[config.mk]
export PLATFORM = sky130hd
export DESIGN_NAME = button_capture_flat
export DESIGN_NICKNAME = d
export VERILOG_FILES = /design/src/rtl/button_capture_pkg.sv /design/src/rtl/button_capture_if.sv /design/src/rtl/button_capture_debounce.sv /design/src/rtl/button_capture.sv /design/src/flat_wrapper.sv
export SDC_FILE = /design/constraint.sdc
export NUM_CORES = 1
export LEC_CHECK = 0
export BUFFER_PORTS_ARGS = -buffer_cell sky130_fd_sc_hd__buf_2
export CORE_MARGIN = 5
export CORE_UTILIZATION = 62
export CTS_CLUSTER_SIZE = 16
export DETAILED_ROUTE_END_ITERATION = 10
export GPL_ROUTABILITY_DRIVEN = 0
export HOLD_SLACK_MARGIN = 0.1
export PLACE_DENSITY = 0.81
export SETUP_SLACK_MARGIN = 0.2
export SKIP_LAST_GASP = 1
export SLEW_MARGIN = 20
export SYNTH_ARGS = -nofsm -noshare
export SYNTH_HDL_FRONTEND = slang
export SYNTH_SLANG_ARGS = --single-unit
[constraint.sdc]
create_clock -name clk -period 2.9 [get_ports clk]
set_input_delay 0.435 -clock clk [delete_from_list [all_inputs] [get_ports clk]]
set_output_delay 0.435 -clock clk [all_outputs]
set_load 0.02 [all_outputs]
[src/rtl/button_capture_pkg.sv]
// Shared constants for the button capture block: register map, bus width and
// the helper that sizes every cycle counter.
package button_capture_pkg;

   localparam int DATA_W = 32;

   localparam logic [1:0] ADDR_LEVEL     = 2'd0;
   localparam logic [1:0] ADDR_CAPTURE   = 2'd1;
   localparam logic [1:0] ADDR_MASK      = 2'd2;
   localparam logic [1:0] ADDR_REPEAT_EN = 2'd3;

   // Wide enough for the largest cycle count plus one spare bit for saturation.
   function automatic int cnt_width(input int a, input int b, input int c);
      int m;
      m = a;
      if (b > m) m = b;
      if (c > m) m = c;
      return $clog2(m) + 1;
   endfunction

endpackage

[src/rtl/button_capture_if.sv]
// Avalon-MM slave port of the button capture block (read latency 1).
interface button_capture_if;
   import button_capture_pkg::*;

   logic [1:0]        address;
   logic              read;
   logic              write;
   logic [DATA_W-1:0] writedata;
   logic [DATA_W-1:0] readdata;

   modport master (output address, read, write, writedata, input readdata);
   modport slave  (input address, read, write, writedata, output readdata);

endinterface

[src/rtl/button_capture_debounce.sv]
// One button: two-flop synchroniser, debounce counter, press-edge detect and
// auto-repeat timer. evt pulses for one cycle on a press or a repeat tick.
module button_debounce
   import button_capture_pkg::*;
#(
   parameter int DEBOUNCE_CYCLES      = 500000,
   parameter int REPEAT_DELAY_CYCLES  = 25000000,
   parameter int REPEAT_PERIOD_CYCLES = 5000000,
   parameter int CNT_W = cnt_width(DEBOUNCE_CYCLES, REPEAT_DELAY_CYCLES, REPEAT_PERIOD_CYCLES)
) (
   input  logic clk,
   input  logic reset,
   input  logic key_n,
   input  logic repeat_en,
   output logic level,
   output logic evt
);

   localparam logic [CNT_W-1:0] DB_LAST   = CNT_W'(DEBOUNCE_CYCLES - 1);
   localparam logic [CNT_W-1:0] REP_FIRST = CNT_W'(REPEAT_DELAY_CYCLES);
   localparam logic [CNT_W-1:0] REP_NEXT  = CNT_W'(REPEAT_PERIOD_CYCLES);

   logic             s1, s2, level_d, rep_phase, active, rep_fire;
   logic [CNT_W-1:0] db_cnt, hold_cnt;

   always_ff @(posedge clk or negedge reset) begin
      if (!reset) begin
         s1      <= 1'b1;
         s2      <= 1'b1;
         level   <= 1'b0;
         level_d <= 1'b0;
         db_cnt  <= '0;
      end else begin
         s1      <= key_n;
         s2      <= s1;
         level_d <= level;
         if (~s2 == level) db_cnt <= '0;
         else if (db_cnt == DB_LAST) begin
            level  <= ~level;
            db_cnt <= '0;
         end else if (~&db_cnt) db_cnt <= db_cnt + 1'b1;
      end
   end

   // hold_cnt is 0 on the first active cycle (the press cycle); after the first
   // tick it restarts at 1 so later ticks land every REPEAT_PERIOD_CYCLES.
   assign active   = repeat_en & level;
   assign rep_fire = active & (rep_phase ? (hold_cnt == REP_NEXT) : (hold_cnt == REP_FIRST));

   always_ff @(posedge clk or negedge reset) begin
      if (!reset) begin
         hold_cnt  <= '0;
         rep_phase <= 1'b0;
      end else if (!active) begin
         hold_cnt  <= '0;
         rep_phase <= 1'b0;
      end else if (rep_fire) begin
         hold_cnt  <= CNT_W'(1);
         rep_phase <= 1'b1;
      end else if (~&hold_cnt) hold_cnt <= hold_cnt + 1'b1;
   end

   assign evt = (level & ~level_d) | rep_fire;

endmodule

[src/rtl/button_capture.sv]
// Debounced push-button capture with W1C event register, interrupt mask and
// auto-repeat, exposed as an Avalon-MM slave.
module button_capture
   import button_capture_pkg::*;
#(
   parameter int NUM_BUTTONS          = 4,
   parameter int DEBOUNCE_CYCLES      = 500000,
   parameter int REPEAT_DELAY_CYCLES  = 25000000,
   parameter int REPEAT_PERIOD_CYCLES = 5000000
) (
   input  logic                   clk,
   input  logic                   reset,
   input  logic [NUM_BUTTONS-1:0] key_n,
   button_capture_if.slave        bus,
   output logic                   irq
);

   // Registers are kept bus-wide; bits above NUM_BUTTONS are forced to zero.
   localparam logic [DATA_W-1:0] BTN_MASK = DATA_W'({NUM_BUTTONS{1'b1}});

   logic [NUM_BUTTONS-1:0] level, evt;
   logic [DATA_W-1:0]      cap_q, mask_q, ren_q, rd_mux, wdata, cap_clr;

   button_debounce #(
      .DEBOUNCE_CYCLES     (DEBOUNCE_CYCLES),
      .REPEAT_DELAY_CYCLES (REPEAT_DELAY_CYCLES),
      .REPEAT_PERIOD_CYCLES(REPEAT_PERIOD_CYCLES)
   ) u_deb [NUM_BUTTONS-1:0] (
      .clk      (clk),
      .reset    (reset),
      .key_n    (key_n),
      .repeat_en(ren_q[NUM_BUTTONS-1:0]),
      .level    (level),
      .evt      (evt)
   );

   assign wdata   = bus.writedata & BTN_MASK;
   assign cap_clr = (bus.write && bus.address == ADDR_CAPTURE) ? wdata : '0;

   always_comb begin
      rd_mux = '0;
      case (bus.address)
         ADDR_LEVEL:     rd_mux = DATA_W'(level);
         ADDR_CAPTURE:   rd_mux = cap_q;
         ADDR_MASK:      rd_mux = mask_q;
         ADDR_REPEAT_EN: rd_mux = ren_q;
         default:        rd_mux = '0;
      endcase
   end

   // Event OR'd in after the clear so a same-cycle press survives a W1C write.
   always_ff @(posedge clk or negedge reset) begin
      if (!reset) begin
         cap_q        <= '0;
         mask_q       <= '0;
         ren_q        <= '0;
         irq          <= 1'b0;
         bus.readdata <= '0;
      end else begin
         cap_q <= (cap_q & ~cap_clr) | DATA_W'(evt);
         if (bus.write && bus.address == ADDR_MASK)      mask_q <= wdata;
         if (bus.write && bus.address == ADDR_REPEAT_EN) ren_q  <= wdata;
         irq <= |(cap_q & mask_q);
         if (bus.read) bus.readdata <= rd_mux;
      end
   end

endmodule

[src/flat_wrapper.sv]
// flat-port wrapper written by rule: the top's interface ports become plain ports
module button_capture_flat import button_capture_pkg::*;
#(
   parameter int NUM_BUTTONS          = 4,
   parameter int DEBOUNCE_CYCLES      = 500000,
   parameter int REPEAT_DELAY_CYCLES  = 25000000,
   parameter int REPEAT_PERIOD_CYCLES = 5000000
)
  (clk, reset, key_n, irq, bus_address, bus_read, bus_write, bus_writedata, bus_readdata);
  button_capture_if bus_i ();
  input  logic clk;
  input  logic reset;
  input  logic [NUM_BUTTONS-1:0] key_n;
  output logic irq;
  input wire logic [$bits(bus_i.address)-1:0] bus_address;
  input wire logic [$bits(bus_i.read)-1:0] bus_read;
  input wire logic [$bits(bus_i.write)-1:0] bus_write;
  input wire logic [$bits(bus_i.writedata)-1:0] bus_writedata;
  output wire logic [$bits(bus_i.readdata)-1:0] bus_readdata;
  assign bus_i.address = bus_address;
  assign bus_i.read = bus_read;
  assign bus_i.write = bus_write;
  assign bus_i.writedata = bus_writedata;
  assign bus_readdata = bus_i.readdata;
  button_capture #(.NUM_BUTTONS(NUM_BUTTONS), .DEBOUNCE_CYCLES(DEBOUNCE_CYCLES), .REPEAT_DELAY_CYCLES(REPEAT_DELAY_CYCLES), .REPEAT_PERIOD_CYCLES(REPEAT_PERIOD_CYCLES)) u_core (.clk(clk), .reset(reset), .key_n(key_n), .bus(bus_i), .irq(irq));
endmodule
==> out/qor.yml, run 1 <==
run_status:
  status: "complete, no violations"
power_and_ir_drop:
  peakVddDrop_mv: 0.329
  pwr_density_cell_mw_per_mm2: 471
  power.static_leakage_nw: 5.72
sta:
  timing.final.crit_period_ps: 2460
  timing.final.max_slew_violations: 0
  relative_slew_margins_pct: 41.1
  worst_case_clock_skew_ps: 14.6
  fmaxAchievable_ghz: 0.406
  hold_viol_final: 0
  finalSetupViolations: 0
  rsz0062_at_grt: "no"
  fin_setup_tns_ps: 0
  period_utilisation_layout_pct: 85.0
  tightestPinTransition_ps: 876
routing:
  drt_pre_antenna_iters: 7
  route.vias.total: 11399
  routed_via_density: 6.33
  drc_violations_left: 0
  drtIter0Drc: 1094
  route.final.wire_length_mm: 29.6
  drt-wirelength-per-cell_um: 16.4
  antenna_violating_nets_post_route: 0
worst_hold_path:
  min_path_type: "in -> reg"
  min_from: "bus_writedata[3]"
  hold_path_depth: 2
  holdPathEnd: "u_core.mask_q[3]$_DFFE_PN0P_"
global_route:
  grt_overflow: 0
  use_met1_pct: 31.3
  grt_start_max_net_pins: 79
  grt_first_pass_wirelength_mm: 51.2
  antenna_found_initial: 0
  grt_busiest_layer: "met2"
  combined_global_route_utilization_of_all_metal_layers_pct: 22.6
  grt_util_met3_pct: 3.44
  number_of_global_route_vias_before_repair: 11009
  grt_util_met2_pct: 37.2
final_layout:
  synthToLayoutAreaGrowth_pct: 9.10
  design.final.nets: 1556
  drive_above_1_share_pct: 10.2
  stdcell_count: 1802
  antenna_cells_inserted: 0
critical_path:
  timing.setup.critical_path_class: "reg -> reg"
  r2r.worst_path.cells: 6
  crit_path_cell_trace: "ha_1, nand3_1, or4_4, nor3_4, mux2i_1, nor2_1"
  path_delay_family: "simple AND/OR/NAND/NOR gates"
  r2r-start: "u_core.u_deb[1].db_cnt[0]$_DFFE_PN0P_"
  worst-endpoint-required_ps: 3290
  cp.buffers_inverters: 0
  worst_r2r_endpoint: "u_core.u_deb[1].db_cnt[1]$_DFFE_PN0P_"
  rrSetupSlack_ps: 440
  worst_path_max_delay_cell: "sky130_fd_sc_hd__or4_4"
  critical_path.startpoint_type: "register"
  end_kind: "register"
  worst-endpoint-arrival_ps: 2860
  timing.critical_path.fanout_max: 16
  critical_path.max_stage_delay_ps: 710
place:
  placed_cells_incl_taps: 1748
  numPortBuffers: 18
  dp_hpwl_mm: 20.3
die:
  core.rowCount: 54
  ioPinCount: 75
  placeableCoreArea_mm2: 0.0219
  die-width_um: 159
  initial_core_util_pct: 63.0
  design.die.area_mm2: 0.0253
  floorplan.die.height_um: 159
clock_tree:
  insertion_delay_ps: 530
  cts-buffers-inserted: 27
  cts_tree: "done"
  clock_tree.buffer_depth: 3
  clkSlewWorstSetupHoldPaths_ps: 60
  cts_num_sinks: 245
  post_cts_setup_driven_buffer_insertion_count: 0
  htree_levels: 1
  cts-root-buf: "sky130_fd_sc_hd__clkbuf_16"
synth:
  synthDistinctLibCells: 75
  yosysWarningCount: 0
  syn_inst: 1483
  ys_ff_latch: 245
  netlist_area_mm2: 0.0138
  avgSynthCellArea_um2: 9.30
  ys_dominant_reg_cell: "sky130_fd_sc_hd__dfrtp_1"
  synth_async_sr_flop_share_pct: 100
  synth_sequential_area_ratio_pct: 44.5
  synth-edff-count: 0
run:
  maxCapViolations: 0
-- registers in the layout, summed over array words and instances, names as in the netlist --
register and flops:
u_core.u_deb.level 4, u_core.u_deb.rep_phase 4, u_core.irq 1, u_core.u_deb.hold_cnt 104
u_core.u_deb.level_d 4, u_core.mask_q 4, u_core.ren_q 4, u_core.bus.readdata 4
u_core.u_deb.s2 4, u_core.cap_q 4, u_core.u_deb.db_cnt 104, u_core.u_deb.s1 4
-- placed cells by master, fill, tap and decap left out, types with 33 or more instances in the layout --
cell,count
sky130_fd_sc_hd__xnor2_1,80
sky130_fd_sc_hd__inv_1,34
sky130_fd_sc_hd__dfrtp_1,237
sky130_fd_sc_hd__o21ai_0,34
sky130_fd_sc_hd__nand2_1,110
sky130_fd_sc_hd__or3_1,33
sky130_fd_sc_hd__nand3_1,78
sky130_fd_sc_hd__nor2_1,161
sky130_fd_sc_hd__xor2_1,34
sky130_fd_sc_hd__nor3_1,44
sky130_fd_sc_hd__o31ai_1,42
sky130_fd_sc_hd__or4_1,34
sky130_fd_sc_hd__nand4_1,68
sky130_fd_sc_hd__a21oi_1,103
-- worst register-to-register path: stages, from the launching register on --
cell	delay (ps)
sky130_fd_sc_hd__dfrtp_1	390
sky130_fd_sc_hd__ha_1	200
sky130_fd_sc_hd__nand3_1	190
sky130_fd_sc_hd__or4_4	710
sky130_fd_sc_hd__nor3_4	540
sky130_fd_sc_hd__mux2i_1	250
sky130_fd_sc_hd__nor2_1	50
-- logic make-up (layout without fill, tap and decap cells) --
logic type | after synthesis | after routing | share of synthesized area [%]
buffers and inverters | 126 | 138 | 4.58
other | 1 | 28 | 0.0272
AND/OR/NAND/NOR | 701 | 701 | 28.2
XOR/XNOR | 114 | 114 | 7.24
adder cells (fa/ha/maj) | 12 | 12 | 1.09
AO/OA/AOI/OAI | 253 | 253 | 11.6
flip-flops | 245 | 245 | 44.5
multiplexers | 31 | 31 | 2.74
-- worst max path at each step --
stage,startpoint,to,slack [ps],depth (start not counted)
floorplan,u_core.u_deb[1].db_cnt[0]$_DFFE_PN0P_,u_core.u_deb[1].db_cnt[20]$_DFFE_PN0P_,770,7
global placement,u_core.u_deb[1].db_cnt[0]$_DFFE_PN0P_,u_core.u_deb[1].db_cnt[1]$_DFFE_PN0P_,480,6
detailed placement,u_core.u_deb[3].db_cnt[8]$_DFFE_PN0P_,u_core.u_deb[3].db_cnt[22]$_DFFE_PN0P_,440,5
CTS,u_core.u_deb[3].db_cnt[8]$_DFFE_PN0P_,u_core.u_deb[3].db_cnt[22]$_DFFE_PN0P_,420,5
global route,u_core.u_deb[1].db_cnt[0]$_DFFE_PN0P_,u_core.u_deb[1].db_cnt[17]$_DFFE_PN0P_,240,6
finish,u_core.u_deb[1].db_cnt[0]$_DFFE_PN0P_,u_core.u_deb[1].db_cnt[1]$_DFFE_PN0P_,440,6
-- through the flow --
stage,area (um2),utilization (%),hold slack (ps),setup slack (ps),total power [mW]
finish,15000,68.7,168,436,7.08
global route,15000,68.7,162,244,7.36
CTS,15000,68.7,146,423,7.16
detailed placement,14100,64.5,350,435,3.87
global placement,14100,64.5,346,485,3.85
floorplan,13900,-,139,765,3.76
-- cells in the mapped netlist, drive strengths merged, types with 6 or more instances --
| cell | number | area (um2) |
|---|---|---|
| xnor2 | 80 | 701 |
| clkbuf | 39 | 148 |
| dfrtp | 237 | 5930 |
| mux2 | 14 | 158 |
| nor2 | 161 | 604 |
| inv | 34 | 128 |
| nor3 | 50 | 289 |
| or4b | 6 | 60.1 |
| xor2 | 34 | 298 |
| nand3b | 6 | 45.0 |
| dfstp | 8 | 210 |
| a31oi | 16 | 100 |
| nor4 | 33 | 234 |
| nor3b | 7 | 52.6 |
| or2 | 7 | 43.8 |
| or4 | 36 | 278 |
| buf | 53 | 357 |
| mux2i | 13 | 130 |
| a21oi | 104 | 524 |
| and3 | 28 | 175 |
| nand4 | 70 | 450 |
| ha | 12 | 150 |
| a211oi | 16 | 125 |
| o2111ai | 6 | 52.6 |
| nand4b | 6 | 52.6 |
| nand2 | 110 | 413 |
| and2 | 10 | 62.6 |
| or3 | 33 | 206 |
| nand3 | 78 | 390 |
| and4 | 27 | 236 |
| o21ai | 35 | 175 |
| o31ai | 43 | 328 |
| nor4b | 13 | 120 |
-- final cells by class --
cell class / instances / area (um2)
Clock inverter: 6 / 40.0
Clock buffer: 43 / 826
Tap cell: 280 / 350
Sequential cell: 245 / 6140
Inverter: 34 / 128
Multi-Input combinational cell: 1139 / 7140
Timing Repair Buffer: 55 / 415
Fill cell: 1669 / 6850
-- timing repair --
item	in CTS	in global routing
resized for setup	0	1
hold endpoints to repair	76	0
setup endpoints to repair	0	2
hold buffers	5	0
-- power by group --
group | internal [mW] | leakage [nW] | switching [mW]
clock | 1.94 | 0.426 | 1.33
combinational | 0.0937 | 1.93 | 0.186
sequential | 3.48 | 3.36 | 0.0458
total | 5.52 | 5.72 | 1.56
-- metal layers --
| layer | vias up | routed length (um) |
|---|---|---|
| met1 | 5518 | 13300 |
| met2 | 342 | 14300 |
| met3 | 63 | 1420 |
| met4 | 0 | 573 |
| li1 | 5476 | - |
| met5 | - | 0 |
No activity file was read; power rests on OpenSTA's default activity.
==> inputs of run 2 (changes only) <==
clock period = 2.36 ns   (was 2.9 ns; I/O delays follow)
==> run 2 against run 1 <==
Effect of this change: sequential share of layout area is 2.3 points lower; via count is 3.1% higher; clock skew is 7.0 ps lower; total power is 25% higher; count of clock-buffer cells in the layout is 10 lower; cell count is 3.3% higher; cell area is 6.0% higher.
==> out/qor.yml, run 2 (synthesis gave the netlist of run 1 again) <==
final_layout:
  final_core_utilization_pct: 72.8  # was 68.7%
  most_frequent_standard_cell_in_the_layout_excluding_fill_and_tap_cells: "sky130_fd_sc_hd__dfrtp_1"  # unchanged
  antenna_cells_inserted: 0  # unchanged
  largest_registers: "u_core.u_deb.db_cnt (104), u_core.u_deb.hold_cnt (104)"  # unchanged
  drive_above_1_share_pct: 17.0  # was 10.2%
  stdcell_count: 1861  # was 1802
  most-common-layout-cells: "sky130_fd_sc_hd__dfrtp_1 (231), sky130_fd_sc_hd__nor2_1 (161), sky130_fd_sc_hd__nand2_1 (110)"  # was sky130_fd_sc_hd__dfrtp_1 (237), sky130_fd_sc_hd__nor2_1 (161), sky130_fd_sc_hd__nand2_1 (110)
  synthToLayoutAreaGrowth_pct: 15.6  # was 9.10%
  design.final.nets: 1621  # was 1556
clock_tree:
  insertion_delay_ps: 520  # was 530 ps
  cts_tree: "done"  # unchanged
  clkSlewWorstSetupHoldPaths_ps: 60  # about the same
  cts-root-buf: "sky130_fd_sc_hd__clkbuf_16"  # unchanged
  htree_levels: 1  # unchanged
  cts_num_sinks: 245  # unchanged
  clock_tree.buffer_depth: 3  # unchanged
  cts-buffers-inserted: 25  # was 27
power_and_ir_drop:
  p_int_mw: 6.92  # was 5.52 mW
  pwr_density_cell_mw_per_mm2: 554  # was 471 mW/mm2
  total_switching_power_mw: 1.91  # was 1.56 mW
  switching_share_pct: 21.6  # was 22.1%
  finalPower_mw: 8.84  # was 7.08 mW
  power.static_leakage_nw: 6.11  # was 5.72 nW
  peakVddDrop_mv: 0.373  # was 0.329 mV
  power_frac_seq_pct: 49.1  # was 49.8%
  power.clock.fraction_pct: 46.6  # was 46.2%
  combinational_power_share_pct: 4.3  # was 4.0%
routing:
  drt-wirelength-per-cell_um: 17.4  # was 16.4 um
  drtIter0Drc: 1360  # was 1094
  drc_violations_left: 0  # unchanged
  antenna_violating_nets_post_route: 0  # unchanged
  route.final.wire_length_mm: 32.3  # was 29.6 mm
  drt_pre_antenna_iters: 6  # was 7
  route.vias.total: 11752  # was 11399
  routed_via_density: 6.31  # was 6.33
critical_path:
  rrSetupSlack_ps: 80  # was 440 ps
  cp-startpoint: "u_core.u_deb[1].db_cnt[1]$_DFFE_PN0P_"  # was u_core.u_deb[1].db_cnt[0]$_DFFE_PN0P_
  end_kind: "register"  # unchanged
  timing.setup.critical_path_class: "reg -> reg"  # unchanged
  worst-endpoint-arrival_ps: 2680  # was 2860 ps
  critical_path.startpoint_type: "register"  # unchanged
  r2r-start: "u_core.u_deb[1].db_cnt[1]$_DFFE_PN0P_"  # was u_core.u_deb[1].db_cnt[0]$_DFFE_PN0P_
  timing.critical_path.fanout_max: 7  # was 16
  worst-endpoint-required_ps: 2760  # was 3290 ps
sta:
  rsz0062_at_grt: "yes"  # was no
  relative_slew_margins_pct: 63.1  # was 41.1%
  finalSetupViolations: 0  # unchanged
  period_utilisation_layout_pct: 96.6  # was 85.0%
  hold_viol_final: 0  # unchanged
  timing.final.crit_period_ps: 2280  # was 2460 ps
  tightestPinTransition_ps: 539  # was 876 ps
  worst_case_clock_skew_ps: 7.60  # was 14.6 ps
  timing.final.max_slew_violations: 0  # unchanged
  fmaxAchievable_ghz: 0.439  # was 0.406 GHz
  fin_setup_tns_ps: 0  # unchanged
worst_hold_path:
  min_from: "bus_writedata[3]"  # unchanged
  min_path_type: "in -> reg"  # unchanged
die:
  core.rowCount: 54  # unchanged
  ioPinCount: 75  # unchanged
  design.die.area_mm2: 0.0253  # unchanged
  placeableCoreArea_mm2: 0.0219  # unchanged
  floorplan.die.height_um: 159  # unchanged
  initial_core_util_pct: 63.0  # unchanged
  die-width_um: 159  # unchanged
run:
  maxCapViolations: 0  # unchanged
place:
  numPortBuffers: 18  # unchanged
  dp_hpwl_mm: 20.9  # was 20.3 mm
  placed_cells_incl_taps: 1785  # was 1748
global_route:
  combined_global_route_utilization_of_all_metal_layers_pct: 23.9  # was 22.6%
  grt_start_max_net_pins: 70  # was 79
  number_of_global_route_vias_before_repair: 11213  # was 11009
  grt_first_pass_wirelength_mm: 53.7  # was 51.2 mm
  antenna_found_initial: 0  # unchanged
  grt_overflow: 0  # unchanged
run_status:
  status: "complete, no violations"  # unchanged
[run 2: metrics by stage]
| step | setup WS [ps] | cell area (um2) | hold WS (ps) |
|---|---|---|---|
| 6_report | 80.2 | 15900 | 119 |
| 5_1_grt | 38.1 | 15900 | 112 |
| 4_1_cts | 175 | 15500 | 101 |
| 3_5_place_dp | 103 | 14400 | 294 |
| 3_3_place_gp | 182 | 14400 | 293 |
| 2_1_floorplan | 225 | 13900 | 58.4 |
[run 2: path summary, 6_finish.rpt]
kind,cells after the start,end
setup / recovery,7,u_core.u_deb[1].db_cnt[11]$_DFFE_PN0P_
hold / removal,2,u_core.ren_q[3]$_DFFE_PN0P_
setup reg to reg,7,u_core.u_deb[1].db_cnt[11]$_DFFE_PN0P_
hold reg to reg,0,u_core.u_deb[3].s2$_DFF_PN1_
max in group asynchronous,3,u_core.u_deb[2].s1$_DFF_PN1_
min in group asynchronous,2,u_core.u_deb[2].hold_cnt[17]$_DFFE_PN0P_
[run 2: critical path, cell delays in order (launching register included)]
cell	delay (ps)
sky130_fd_sc_hd__dfrtp_1	480
sky130_fd_sc_hd__ha_4	210
sky130_fd_sc_hd__nand3_4	80
sky130_fd_sc_hd__or4_4	640
sky130_fd_sc_hd__nor3_4	320
sky130_fd_sc_hd__buf_6	210
sky130_fd_sc_hd__or3_1	150
sky130_fd_sc_hd__a21oi_2	60
[run 2: area by class of cell]
cell class                      instances  area [um2]
Multi-Input combinational cell       1140        7490
Tap cell                              280         350
Inverter                               34         128
Fill cell                            1521        5950
Clock inverter                          8         140
Timing Repair Buffer                  121         976
Clock buffer                           33         706
Sequential cell                       245        6150
[run 2: timing repair]
action / in CTS / in global routing
endpoints found under the hold margin: 53 / 0
cloned: 1 / 2
endpoints found under the setup margin: 33 / 107
setup buffers: 7 / 20
hold buffers: 5 / 0
resized for setup: 21 / 65
pin swaps: 3 / 21
[run 2: power by group through the flow]
stage / logic, mW / clock network (mW) / registers [mW]
2_1_floorplan: 0.203 / 0 / 4.41
3_3_place_gp: 0.341 / 0 / 4.40
3_5_place_dp: 0.353 / 0 / 4.41
4_1_cts: 0.363 / 4.19 / 4.33
5_1_grt: 0.423 / 4.40 / 4.34
6_report: 0.378 / 4.12 / 4.34
[run 2: routing by layer]
metal / wire length [um] / vias up / track usage, %
li1: - / 5596 / -
met1: 14100 / 5690 / 33.8
met2: 15900 / 400 / 39.7
met3: 1700 / 66 / 2.98
met4: 665 / 0 / 6.13
met5: 0 / - / 0
==> inputs of run 3 (changes only) <==
CELL_PAD_IN_SITES_DETAIL_PLACEMENT = 1   (was default)
CELL_PAD_IN_SITES_GLOBAL_PLACEMENT = 2   (was default)
CORE_UTILIZATION = 39   (was 62)
PLACE_DENSITY = default   (was 0.81)
PLACE_DENSITY_LB_ADDON = 0.1   (was default)
SLEW_MARGIN = default   (was 20)
==> run 3 against run 2 <==
Effect of this change: utilization fell by 26 points; clock power rose by 11%; via count fell by 1.1%; critical path depth fell by 1; register-to-register slack improved by 120 ps; wire length rose by 13%; critical path type unchanged; largest power group is now the clock network.
==> out/qor.yml, run 3 (synthesis gave the netlist of run 1 again) <==
power_and_ir_drop:
  peakVddDrop_mv: 0.542  # was 0.373 mV
  power.static_leakage_nw: 6.26  # was 6.11 nW
  pwr_density_cell_mw_per_mm2: 571  # was 554 mW/mm2
routing:
  drc_violations_left: 0  # unchanged
  drt_pre_antenna_iters: 4  # was 6
  antenna_violating_nets_post_route: 0  # unchanged
  drt-wirelength-per-cell_um: 17.7  # was 17.4 um
  drtIter0Drc: 482  # was 1360
  route.final.wire_length_mm: 36.6  # was 32.3 mm
  route.vias.total: 11619  # was 11752
  routed_via_density: 5.62  # was 6.31
critical_path:
  end_kind: "register"  # unchanged
  timing.setup.critical_path_class: "reg -> reg"  # unchanged
  critical_path.startpoint_type: "register"  # unchanged
  worst-endpoint-required_ps: 2800  # was 2760 ps
  timing.critical_path.fanout_max: 6  # was 7
  worst-endpoint-arrival_ps: 2600  # was 2680 ps
sta:
  worst_case_clock_skew_ps: 10.1  # was 7.60 ps
  fmaxAchievable_ghz: 0.464  # was 0.439 GHz
  period_utilisation_layout_pct: 91.3  # was 96.6%
  rsz0062_at_grt: "yes"  # unchanged
  hold_viol_final: 0  # unchanged
  finalSetupViolations: 0  # unchanged
  timing.final.crit_period_ps: 2160  # was 2280 ps
  timing.final.max_slew_violations: 0  # unchanged
  tightestPinTransition_ps: 519  # was 539 ps
  relative_slew_margins_pct: 65.1  # was 63.1%
  fin_setup_tns_ps: 0  # unchanged
global_route:
  grt_overflow: 0  # unchanged
  number_of_global_route_vias_before_repair: 12108  # was 11213
  combined_global_route_utilization_of_all_metal_layers_pct: 18.7  # was 23.9%
  grt_first_pass_wirelength_mm: 62.4  # was 53.7 mm
  antenna_found_initial: 0  # unchanged
  grt_start_max_net_pins: 60  # was 70
die:
  design.die.area_mm2: 0.0392  # was 0.0253 mm2
  placeableCoreArea_mm2: 0.0347  # was 0.0219 mm2
  floorplan.die.height_um: 198  # was 159 um
  initial_core_util_pct: 39.7  # was 63.0%
  core.rowCount: 68  # was 54
  ioPinCount: 75  # unchanged
  die-width_um: 198  # was 159 um
clock_tree:
  htree_levels: 1  # unchanged
  clkSlewWorstSetupHoldPaths_ps: 60  # about the same
  clock_tree.buffer_depth: 3  # unchanged
  insertion_delay_ps: 560  # was 520 ps
  cts_tree: "done"  # unchanged
  cts-buffers-inserted: 30  # was 25
  cts-root-buf: "sky130_fd_sc_hd__clkbuf_16"  # unchanged
  cts_num_sinks: 245  # unchanged
place:
  placed_cells_incl_taps: 1989  # was 1785
  placedInstanceArea_mm2: 0.0149  # was 0.0144 mm2
  dp_hpwl_mm: 25.4  # was 20.9 mm
  numPortBuffers: 18  # unchanged
final_layout:
  final-seq-area_mm2: 0.00615  # about the same
  drive_above_1_share_pct: 17.3  # was 17.0%
  antenna_cells_inserted: 0  # unchanged
  stdcell_count: 2066  # was 1861
  final_design_area_no_fill_mm2: 0.0163  # was 0.0159 mm2
  most_frequent_standard_cell_in_the_layout_excluding_fill_and_tap_cells: "sky130_fd_sc_hd__dfrtp_1"  # unchanged
  largest_registers: "u_core.u_deb.db_cnt (104), u_core.u_deb.hold_cnt (104)"  # unchanged
  multi_input_comb_area_mm2: 0.00736  # was 0.00749 mm2
  design.final.nets: 1643  # was 1621
  synthToLayoutAreaGrowth_pct: 18.4  # was 15.6%
  most-common-layout-cells: "sky130_fd_sc_hd__dfrtp_1 (230), sky130_fd_sc_hd__nor2_1 (161), sky130_fd_sc_hd__nand2_1 (109)"  # was sky130_fd_sc_hd__dfrtp_1 (231), sky130_fd_sc_hd__nor2_1 (161), sky130_fd_sc_hd__nand2_1 (110)
  layout.filler_cells: 3943  # was 1521
run:
  maxCapViolations: 0  # unchanged
worst_hold_path:
  min_path_type: "in -> async"  # was in -> reg
run_status:
  status: "complete, no violations"  # unchanged
[run 3: changes by cell type in the layout (fill, tap and decap cells not counted), moves of 5 or more]
cell,change
sky130_fd_sc_hd__o31ai_1,+7
sky130_fd_sc_hd__clkbuf_16,+6
sky130_fd_sc_hd__dlygate4sd3_1,+5
sky130_fd_sc_hd__buf_4,+15
sky130_fd_sc_hd__buf_6,-5
[run 3: cell type report]
| cell class | count | share of cell area [%] |
|---|---|---|
| Clock buffer | 45 | 5.63 |
| Clock inverter | 9 | 0.445 |
| Inverter | 34 | 0.782 |
| Multi-Input combinational cell | 1140 | 45.1 |
| Sequential cell | 245 | 37.7 |
| Tap cell | 455 | 3.49 |
| Timing Repair Buffer | 138 | 6.89 |
[run 3: power breakdown]
part	internal [mW]	leakage, nW	total (mW)	switching (mW)
clock network	2.77	0.494	4.58	1.81
registers	4.28	3.35	4.34	0.0614
logic	0.140	2.42	0.393	0.253
[run 3: timing repair]
| item | 4_1_cts | 5_1_grt |
|---|---|---|
| pin swaps | 1 | 5 |
| hold buffers | 10 | 0 |
| hold endpoints to repair | 202 | 0 |
| endpoints found under the setup margin | 44 | 130 |
| buffers inserted | 1 | 10 |
| resized for setup | 10 | 45 |
| gates cloned | 0 | 2 |
[run 3: critical path, cell delays in order (launching register included)]
cell,delay (ps)
sky130_fd_sc_hd__dfrtp_1,440
sky130_fd_sc_hd__ha_4,180
sky130_fd_sc_hd__nand3_2,110
sky130_fd_sc_hd__or4_2,760
sky130_fd_sc_hd__o31ai_1,330
sky130_fd_sc_hd__xor2_1,170
sky130_fd_sc_hd__nor2_1,50
[run 3: metrics by stage]
stage	utilization [%]	setup WS (ps)	hold slack, ps	total power [mW]
after global placement	42.9	129	275	4.77
after global routing	47.0	84.3	315	9.71
after CTS	46.2	162	262	9.49
after floorplan	-	225	58.4	4.62
after detailed placement	42.9	129	281	4.78
final	47.0	204	281	9.31
[run 3: worst paths after layout]
path,startpoint,end,slack (ps),cells after the start
max,u_core.u_deb[1].db_cnt[0]$_DFFE_PN0P_,u_core.u_deb[1].db_cnt[5]$_DFFE_PN0P_,200,6
max in group asynchronous,reset,u_core.u_deb[1].db_cnt[17]$_DFFE_PN0P_,1290,3
min,reset,u_core.u_deb[2].db_cnt[1]$_DFFE_PN0P_,280,2
min in group clk,bus_write,u_core.cap_q[2]$_DFF_PN0_,300,6
max reg2reg,u_core.u_deb[1].db_cnt[0]$_DFFE_PN0P_,u_core.u_deb[1].db_cnt[5]$_DFFE_PN0P_,200,6
min reg2reg,u_core.u_deb[2].s1$_DFF_PN1_,u_core.u_deb[2].s2$_DFF_PN1_,360,0
[run 3: per-layer routing]
layer  part of all wire, %  vias up  GRT usage [%]
met4                   1.4        0           3.09
li1                      -     5633              -
met1                    49     5847           26.4
met5                     0        -              0
met3                   2.4       37           2.47
met2                    47      102           31.4
